$ cat config.mk
export PLATFORM = sky130hd
export DESIGN_NAME = uart_tx_block
export DESIGN_NICKNAME = d
export VERILOG_FILES = /design/src/rtl/uart_tx_block.sv
export SDC_FILE = /design/constraint.sdc
export NUM_CORES = 1
export LEC_CHECK = 0
export CAP_MARGIN = 15
export CORE_MARGIN = 4
export CORE_UTILIZATION = 55
export DETAILED_ROUTE_END_ITERATION = 10
export PLACE_DENSITY = 0.78
export SETUP_SLACK_MARGIN = 0.5
export SLEW_MARGIN = 40
export SYNTH_ARGS = -nofsm -noshare
export SYNTH_HDL_FRONTEND = slang
export SYNTH_SLANG_ARGS = --single-unit
$ cat constraint.sdc
create_clock -name clk -period 2.4 [get_ports clk]
set_clock_uncertainty 0.1 [all_clocks]
set_input_delay 0.36 -clock clk [delete_from_list [all_inputs] [get_ports clk]]
set_output_delay 0.36 -clock clk [all_outputs]
set_load 0.02 [all_outputs]
$ cat src/rtl/uart_tx_block.sv
// rtl/uart_tx_block.sv - 8N1 UART transmitter with one-deep holding buffer (optional even parity: UART_TX_PARITY_EN)
module uart_tx_block #(
    parameter int BIT_PERIOD = 10
) (
    input  logic       clk,
    input  logic       n_rst,
    input  logic [7:0] tx_data,
    input  logic       data_write,
    output logic       serial_out,
    output logic       buffer_full,
    output logic       tx_active,
    output logic       write_error
);
    localparam int TW = (BIT_PERIOD > 1) ? $clog2(BIT_PERIOD) : 1;
    localparam logic [TW-1:0] LAST_TICK = TW'(BIT_PERIOD - 1);

    typedef enum logic [2:0] {
        S_IDLE,
        S_START,
        S_DATA,
`ifdef UART_TX_PARITY_EN
        S_PARITY,
`endif
        S_STOP
    } state_t;

    state_t          r_state, w_state_nxt;
    logic [TW-1:0]   r_timer, w_timer_nxt;
    logic [2:0]      r_idx, w_idx_nxt;
    logic [7:0]      r_shift, w_shift_nxt;
    logic [7:0]      r_buf;
    logic            r_full, r_err, r_serial;
    logic            w_serial_nxt, w_tick, w_unload, w_accept;
`ifdef UART_TX_PARITY_EN
    logic            r_par;
`endif

    assign w_tick   = (r_timer == LAST_TICK);
    // A write may land on the same edge that empties the buffer.
    assign w_accept = data_write && (!r_full || w_unload);

    always_comb begin
        w_state_nxt  = r_state;
        w_timer_nxt  = w_tick ? '0 : r_timer + 1'b1;
        w_idx_nxt    = r_idx;
        w_shift_nxt  = r_shift;
        w_unload     = 1'b0;
        w_serial_nxt = 1'b1;
        case (r_state)
            S_IDLE: begin
                w_timer_nxt = '0;
                if (r_full) begin
                    w_unload    = 1'b1;
                    w_state_nxt = S_START;
                end
            end
            S_START: begin
                if (w_tick) begin
                    w_state_nxt = S_DATA;
                    w_idx_nxt   = 3'd0;
                end
            end
            S_DATA: begin
                if (w_tick) begin
                    w_shift_nxt = {1'b0, r_shift[7:1]};
                    w_idx_nxt   = r_idx + 3'd1;
                    if (r_idx == 3'd7) begin
`ifdef UART_TX_PARITY_EN
                        w_state_nxt = S_PARITY;
`else
                        w_state_nxt = S_STOP;
`endif
                    end
                end
            end
`ifdef UART_TX_PARITY_EN
            S_PARITY: begin
                if (w_tick) w_state_nxt = S_STOP;
            end
`endif
            S_STOP: begin
                if (w_tick) begin
                    if (r_full) begin
                        w_unload    = 1'b1;
                        w_state_nxt = S_START;
                    end else begin
                        w_state_nxt = S_IDLE;
                    end
                end
            end
            default: w_state_nxt = S_IDLE;
        endcase
        if (w_unload) w_shift_nxt = r_buf;
        // Line level is computed for the coming state so serial_out stays a pure flop.
        case (w_state_nxt)
            S_START:  w_serial_nxt = 1'b0;
            S_DATA:   w_serial_nxt = w_shift_nxt[0];
`ifdef UART_TX_PARITY_EN
            S_PARITY: w_serial_nxt = r_par;
`endif
            default:  w_serial_nxt = 1'b1;
        endcase
    end

    always_ff @(posedge clk or negedge n_rst) begin
        if (!n_rst) begin
            r_state  <= S_IDLE;
            r_timer  <= '0;
            r_idx    <= 3'd0;
            r_shift  <= 8'd0;
            r_buf    <= 8'd0;
            r_full   <= 1'b0;
            r_err    <= 1'b0;
            r_serial <= 1'b1;
        end else begin
            r_state  <= w_state_nxt;
            r_timer  <= w_timer_nxt;
            r_idx    <= w_idx_nxt;
            r_shift  <= w_shift_nxt;
            r_serial <= w_serial_nxt;
            if (w_accept) begin
                r_buf  <= tx_data;
                r_full <= 1'b1;
                r_err  <= 1'b0;
            end else begin
                if (w_unload)   r_full <= 1'b0;
                if (data_write) r_err  <= 1'b1;
            end
        end
    end

`ifdef UART_TX_PARITY_EN
    always_ff @(posedge clk or negedge n_rst) begin
        if (!n_rst)        r_par <= 1'b0;
        else if (w_unload) r_par <= ^r_buf;
    end
`endif

    assign serial_out  = r_serial;
    assign buffer_full = r_full;
    assign tx_active   = (r_state != S_IDLE);
    assign write_error = r_err;
endmodule

# Word level (Yosys, flattened, before mapping)
# Cells that the tools add are included.
[word_totals]
register_bits = 29
in_bits = 11
output_inout_bits = 4
word_cells = 55
[op_classes]
add_sub_neg = 2
n_eq_ne = 9
n_mux = 23
reduce_logical = 12
[op_table]
columns = ["cell", "count"]
rows = [
  ["8-bit two-way mux", 3],
  ["3-bit two-way mux", 7],
  ["3-bit one-hot mux with 4 select lines", 1],
  ["2-bit nonzero test", 5],
  ["3-bit by 2-bit == test with 1-bit output (second input constant)", 3],
  ["4-bit two-way mux", 2],
  ["1-bit two-way mux", 7],
  ["3-bit by 1-bit == test with 1-bit output (second input constant)", 2],
  ["3-bit one-hot mux with 2 select lines", 1],
  ["4-bit by 1-bit adder with 4-bit output (second input constant)", 1],
  ["4-bit == test (second input constant)", 1],
  ["2-bit inequality test (second input constant)", 2],
  ["1-bit one-hot mux with 2 select lines", 2],
  ["3-bit by 1-bit adder with 3-bit output (second input constant)", 1],
  ["3-bit == test (second input constant)", 1],
  ["3-bit zero test", 1],
  ["3-bit AND reduction", 1],
  ["3-bit nonzero test", 1],
  ["2-bit AND reduction", 1],
  ["1-bit logical AND", 1],
  ["1-bit zero test", 1],
  ["1-bit logical OR", 1],
]

# Logic depth before layout (Yosys ltp)
[logic_depth]
ltp_word = 6
ltp_mapped = 7
mapped_depth_nobuf = 6

# Worst setup path after synthesis
# Ideal clock, no wire load.
[synth_timing]
path_type = "flip-flop to flip-flop"
start = "register r_timer[1]"
end = "register r_serial (netlist: serial_out)"
setup_ns = 0.086
t_arrival_ns = 1.801
t_required_ns = 2.214
slack_ns = 0.413
path_stages_with_launch = 8
n_path_buf = 1
synth_period_minus_slack_ns = 1.987
cell_sequence = "dfrtp_1 -> inv_1 -> ha_1 -> and4bb_4 -> and3_4 -> buf_6 -> mux2_4 -> o41a_1"
[synth_between]
elab_chain_len = 5
word_cells_on_any_way = 13
classes_between = "eq/ne (3); mux (10)"
[synth_lines]
columns = ["element", "line", "text"]
rows = [
  ["from (decl)", "28", "logic [TW-1:0] r_timer, w_timer_nxt;"],
  ["from (signal assigned)", "117", "r_timer <= w_timer_nxt;"],
  ["4-bit == test (*)", "38", "assign w_tick = (r_timer == LAST_TICK);"],
  ["3-bit two-way mux (tied with other cells)", "82", "if (w_tick) begin"],
  ["3-bit one-hot mux with 4 select lines (tied with other cells)", "49", "case (r_state)"],
  ["3-bit by 2-bit == test with 1-bit output (tied with other cells)", "95", "case (w_state_nxt)"],
  ["1-bit one-hot mux with 2 select lines (*)", "95", ""],
  ["via w_serial_nxt", "33", "logic w_serial_nxt, w_tick, w_unload, w_accept;"],
  ["to (signal assigned)", "120", "r_serial <= w_serial_nxt;"],
  ["to (decl)", "32", "logic r_full, r_err, r_serial;"],
]
# Mark *: on every way through the listed nets, which the timed path passes. The rest lies on a longest branch. The select of a mux whose other input is x is not followed.
# A chain may end at the register's enable or synchronous reset.

# Worst setup path in the final report
[layout_timing]
start = "register r_state[2]"
end = "register r_serial (netlist: serial_out)"
[layout_between]
elab_chain_len = 5
word_cells_on_any_way = 16
classes_between = "eq/ne (5); mux (10); reduce/logical (1)"
[layout_lines]
columns = ["element", "line", "text"]
rows = [
  ["from (decl)", "27", "state_t r_state, w_state_nxt;"],
  ["from (signal assigned)", "116", "r_state <= w_state_nxt;"],
  ["3-bit two-way mux", "67", "if (r_idx == 3'd7) begin"],
  ["3-bit two-way mux", "64", "if (w_tick) begin"],
  ["3-bit one-hot mux with 4 select lines", "49", ""],
  ["3-bit by 2-bit == test with 1-bit output or 3-bit by 1-bit == test with 1-bit output (tied branches)", "95", ""],
  ["1-bit one-hot mux with 2 select lines (*)", "95", ""],
  ["via w_serial_nxt", "33", ""],
]
# Marked as above.

==> results.py <==
metrics = {
    "clock_tree": {
        "clk_path_buf_depth": 2,
        "cts_tree": "built",
        "htreeDepth": 2,
        "root_buffer": "clkbuf_4",
        "cts_buffers": 5,
        "clk_pin_slew_ps": 90,
        "insertion_delay_ps": 320,
        "clock-sinks": 29,
        "ctsHoldBuffers": 0,
    },
    "timing": {
        "tns_ps": 0,
        "hold_slack_ps": 310,
        "timing.final.crit_period_ps": 1860,
        "timing.final.crit_share": 0.775,
        "slew_violations": 0,
        "clock.fmax_mhz": 537,
        "rsz0062_at_grt": "true",
        "hold_viol_final": 0,
        "setup_viol": 0,
    },
    "drt": {
        "ant_nets": 0,
        "post_drt_wl_per_cell_um": 15.8,
        "viasPerCell": 5.79,
        "drt_pass1_iterations": 4,
        "first_iter_violations": 18,
        "drcViolationCount": 0,
        "num_vias": 1042,
        "wl_um": 2840,
    },
    "cells_and_area": {
        "regArea_um2": 731,
        "multi_input_area_um2": 668,
        "fin_area_um2": 1720,
        "diodes": 0,
        "syn_to_final_growth_pct": 22.9,
        "nets": 165,
        "drive_gt1_frac": 0.280,
        "nFillCells": 189,
    },
    "synthesis": {
        "synth_top_area_frac": 0.501,
        "async_flop_share": 1.00,
        "syn_inst": 124,
        "synth_common_cells": "28 x dfrtp_1, 11 x nand2_1, 10 x nor2_1",
        "yosysTopAreaCell": "dfrtp_1",
        "synth_ff_type": "dfrtp_1",
        "netlist_area_um2": 1400,
        "yosysWarnings": 0,
        "synth.most_common_cell": "dfrtp_1",
        "synth_area_per_cell_um2": 11.3,
        "synth_edf_count": 0,
        "synthDistinctLibCells": 37,
        "ys_seq_area_frac": 0.520,
        "ys_ff_latch": 29,
        "synth_nets": 139,
        "yosys-top-cells-area": "dfrtp_1 50%, mux2_2 7.3%, a22o_1 5.6%",
    },
    "job": {
        "timing.max_cap.violations": 0,
    },
    "floorplan": {
        "die-area_um2": 3410,
        "dieHeight_um": 58.4,
        "core_um2": 2450,
        "start_util": 0.569,
        "rows": 18,
        "fp.dieW_um": 58.4,
        "ioPinCount": 15,
    },
    "place": {
        "port_buffers": 14,
        "gp_congestion": 0.826,
        "dpl.hpwl_um": 1890,
        "placed_cell_area_um2": 1580,
    },
    "critical_path": {
        "max_stage_delay_ps": 490,
        "arrival_ps": 2010,
        "crit_chain": "and4bb_4 > and3_4 > mux2_4 > o41a_1",
        "worst_path_max_delay_cell": "dfrtp_2",
        "cp-end-kind": "flip-flop",
        "worstPathRequired_ps": 2550,
        "crit_type": "reg2reg",
        "critical_path.startpoint_type": "flip-flop",
        "path_max_fanout": 11,
        "worst-r2r-cell-count": 4,
    },
    "worst_hold_path": {
        "hold_class": "in2async",
    },
    "global_routing": {
        "grt_max_degree": 30,
        "grt_pass1_vias": 1066,
        "grt_use_total": 0.195,
        "grt_pass1_wl_um": 4920,
        "grt_antenna_before_repair": 0,
        "overflow": 0,
    },
    "pwr": {
        "powerDensity_nw_per_um2": 765,
        "ir_drop_mv": 0.689,
        "leakage_nw": 0.785,
    },
    "status": {
        "status": "completed",
    },
}
registers in the layout, summed over array words and instances, names as in the netlist:
signal,flops
r_buf,8
r_idx,3
serial_out,1
r_timer,4
write_error,1
r_shift,8
buffer_full,1
r_state,3
worst max-delay path: cells and delay by family, from the launching register on:
kind | cells | cell delay (ps)
multiplexers | 1 | 300
AO/OA/AOI/OAI | 1 | 320
AND/OR/NAND/NOR | 2 | 590
flip-flops | 1 | 490
through the flow:
step                worst slack [ps]  total power, W  instances  utilization
floorplan                        481        0.000870        124            -
global placement                 435        0.000949        166        0.643
detailed placement               366        0.000974        166        0.643
CTS                              450         0.00130        176        0.683
global route                     484         0.00140        180        0.700
finish                           539         0.00131        180        0.700
cells in the final DEF (no fill, tap or decap), drive strengths merged, types with 2 or more instances in the layout:
cell type	count
nor2	12
dlygate4sd2	2
mux2	10
nand2	11
clkdlybuf4s50	11
inv	2
nand3b	2
nand2b	2
ha	4
xnor2	2
a21oi	3
nand4b	2
clkbuf	8
buf	11
o21ai	8
a21o	7
dfrtp	28
a22o	9
metal layers:
layer | GRT usage | up-vias | part of all wire
met3 | 0.0636 | 4 | 0.051
met5 | 0 | - | 0
met4 | 0.0960 | 0 | 0.018
met2 | 0.313 | 24 | 0.50
li1 | - | 498 | -
met1 | 0.237 | 516 | 0.43
path summary, 6_finish.rpt:
path	from	endpoint	slack (ps)
max in group asynchronous	n_rst	serial_out	1560
worst max-delay path	r_state[2]	serial_out	540
min in group clk	r_shift[2]	r_shift[2]	390
worst min register to register	r_shift[2]	r_shift[2]	390
worst min-delay path	n_rst	r_idx[2]	310
worst max register to register	r_state[2]	serial_out	540
kinds of logic (layout without fill, tap and decap cells):
logic type	count (synthesis)	in the layout	share of synthesized area
adders and majority gates	4	4	0.0358
AOI/OAI and AO/OA	32	32	0.163
muxes	10	10	0.0833
and+or+nand+nor	36	37	0.145
xor gates and xnor gates	3	3	0.0188
buffers and inverters	9	34	0.0313
DFF	29	29	0.520
other	1	1	0.00268
what timing repair did:
action                     4_1_cts  5_1_grt
buffers inserted                 3        3
pin swaps                        2        0
setup endpoints to repair       19       18
resized for setup               10        6
gates cloned                     0        1
hold endpoints to repair         0        0
cell type report:
cell class | count | area share
Sequential cell | 29 | 0.425
Timing Repair Buffer | 25 | 0.127
Multi-Input combinational cell | 87 | 0.389
Inverter | 2 | 0.00437
Clock buffer | 7 | 0.0320
Tap cell | 30 | 0.0218
report_power, final:
part,switching (W),total [W],internal [W]
Sequential,0.0000790,0.000679,0.000600
Clock,0.000163,0.000301,0.000138
Combinational,0.000145,0.000334,0.000189
Total,0.000386,0.00131,0.000928
Note: power is estimated with default switching activity, not from simulation.
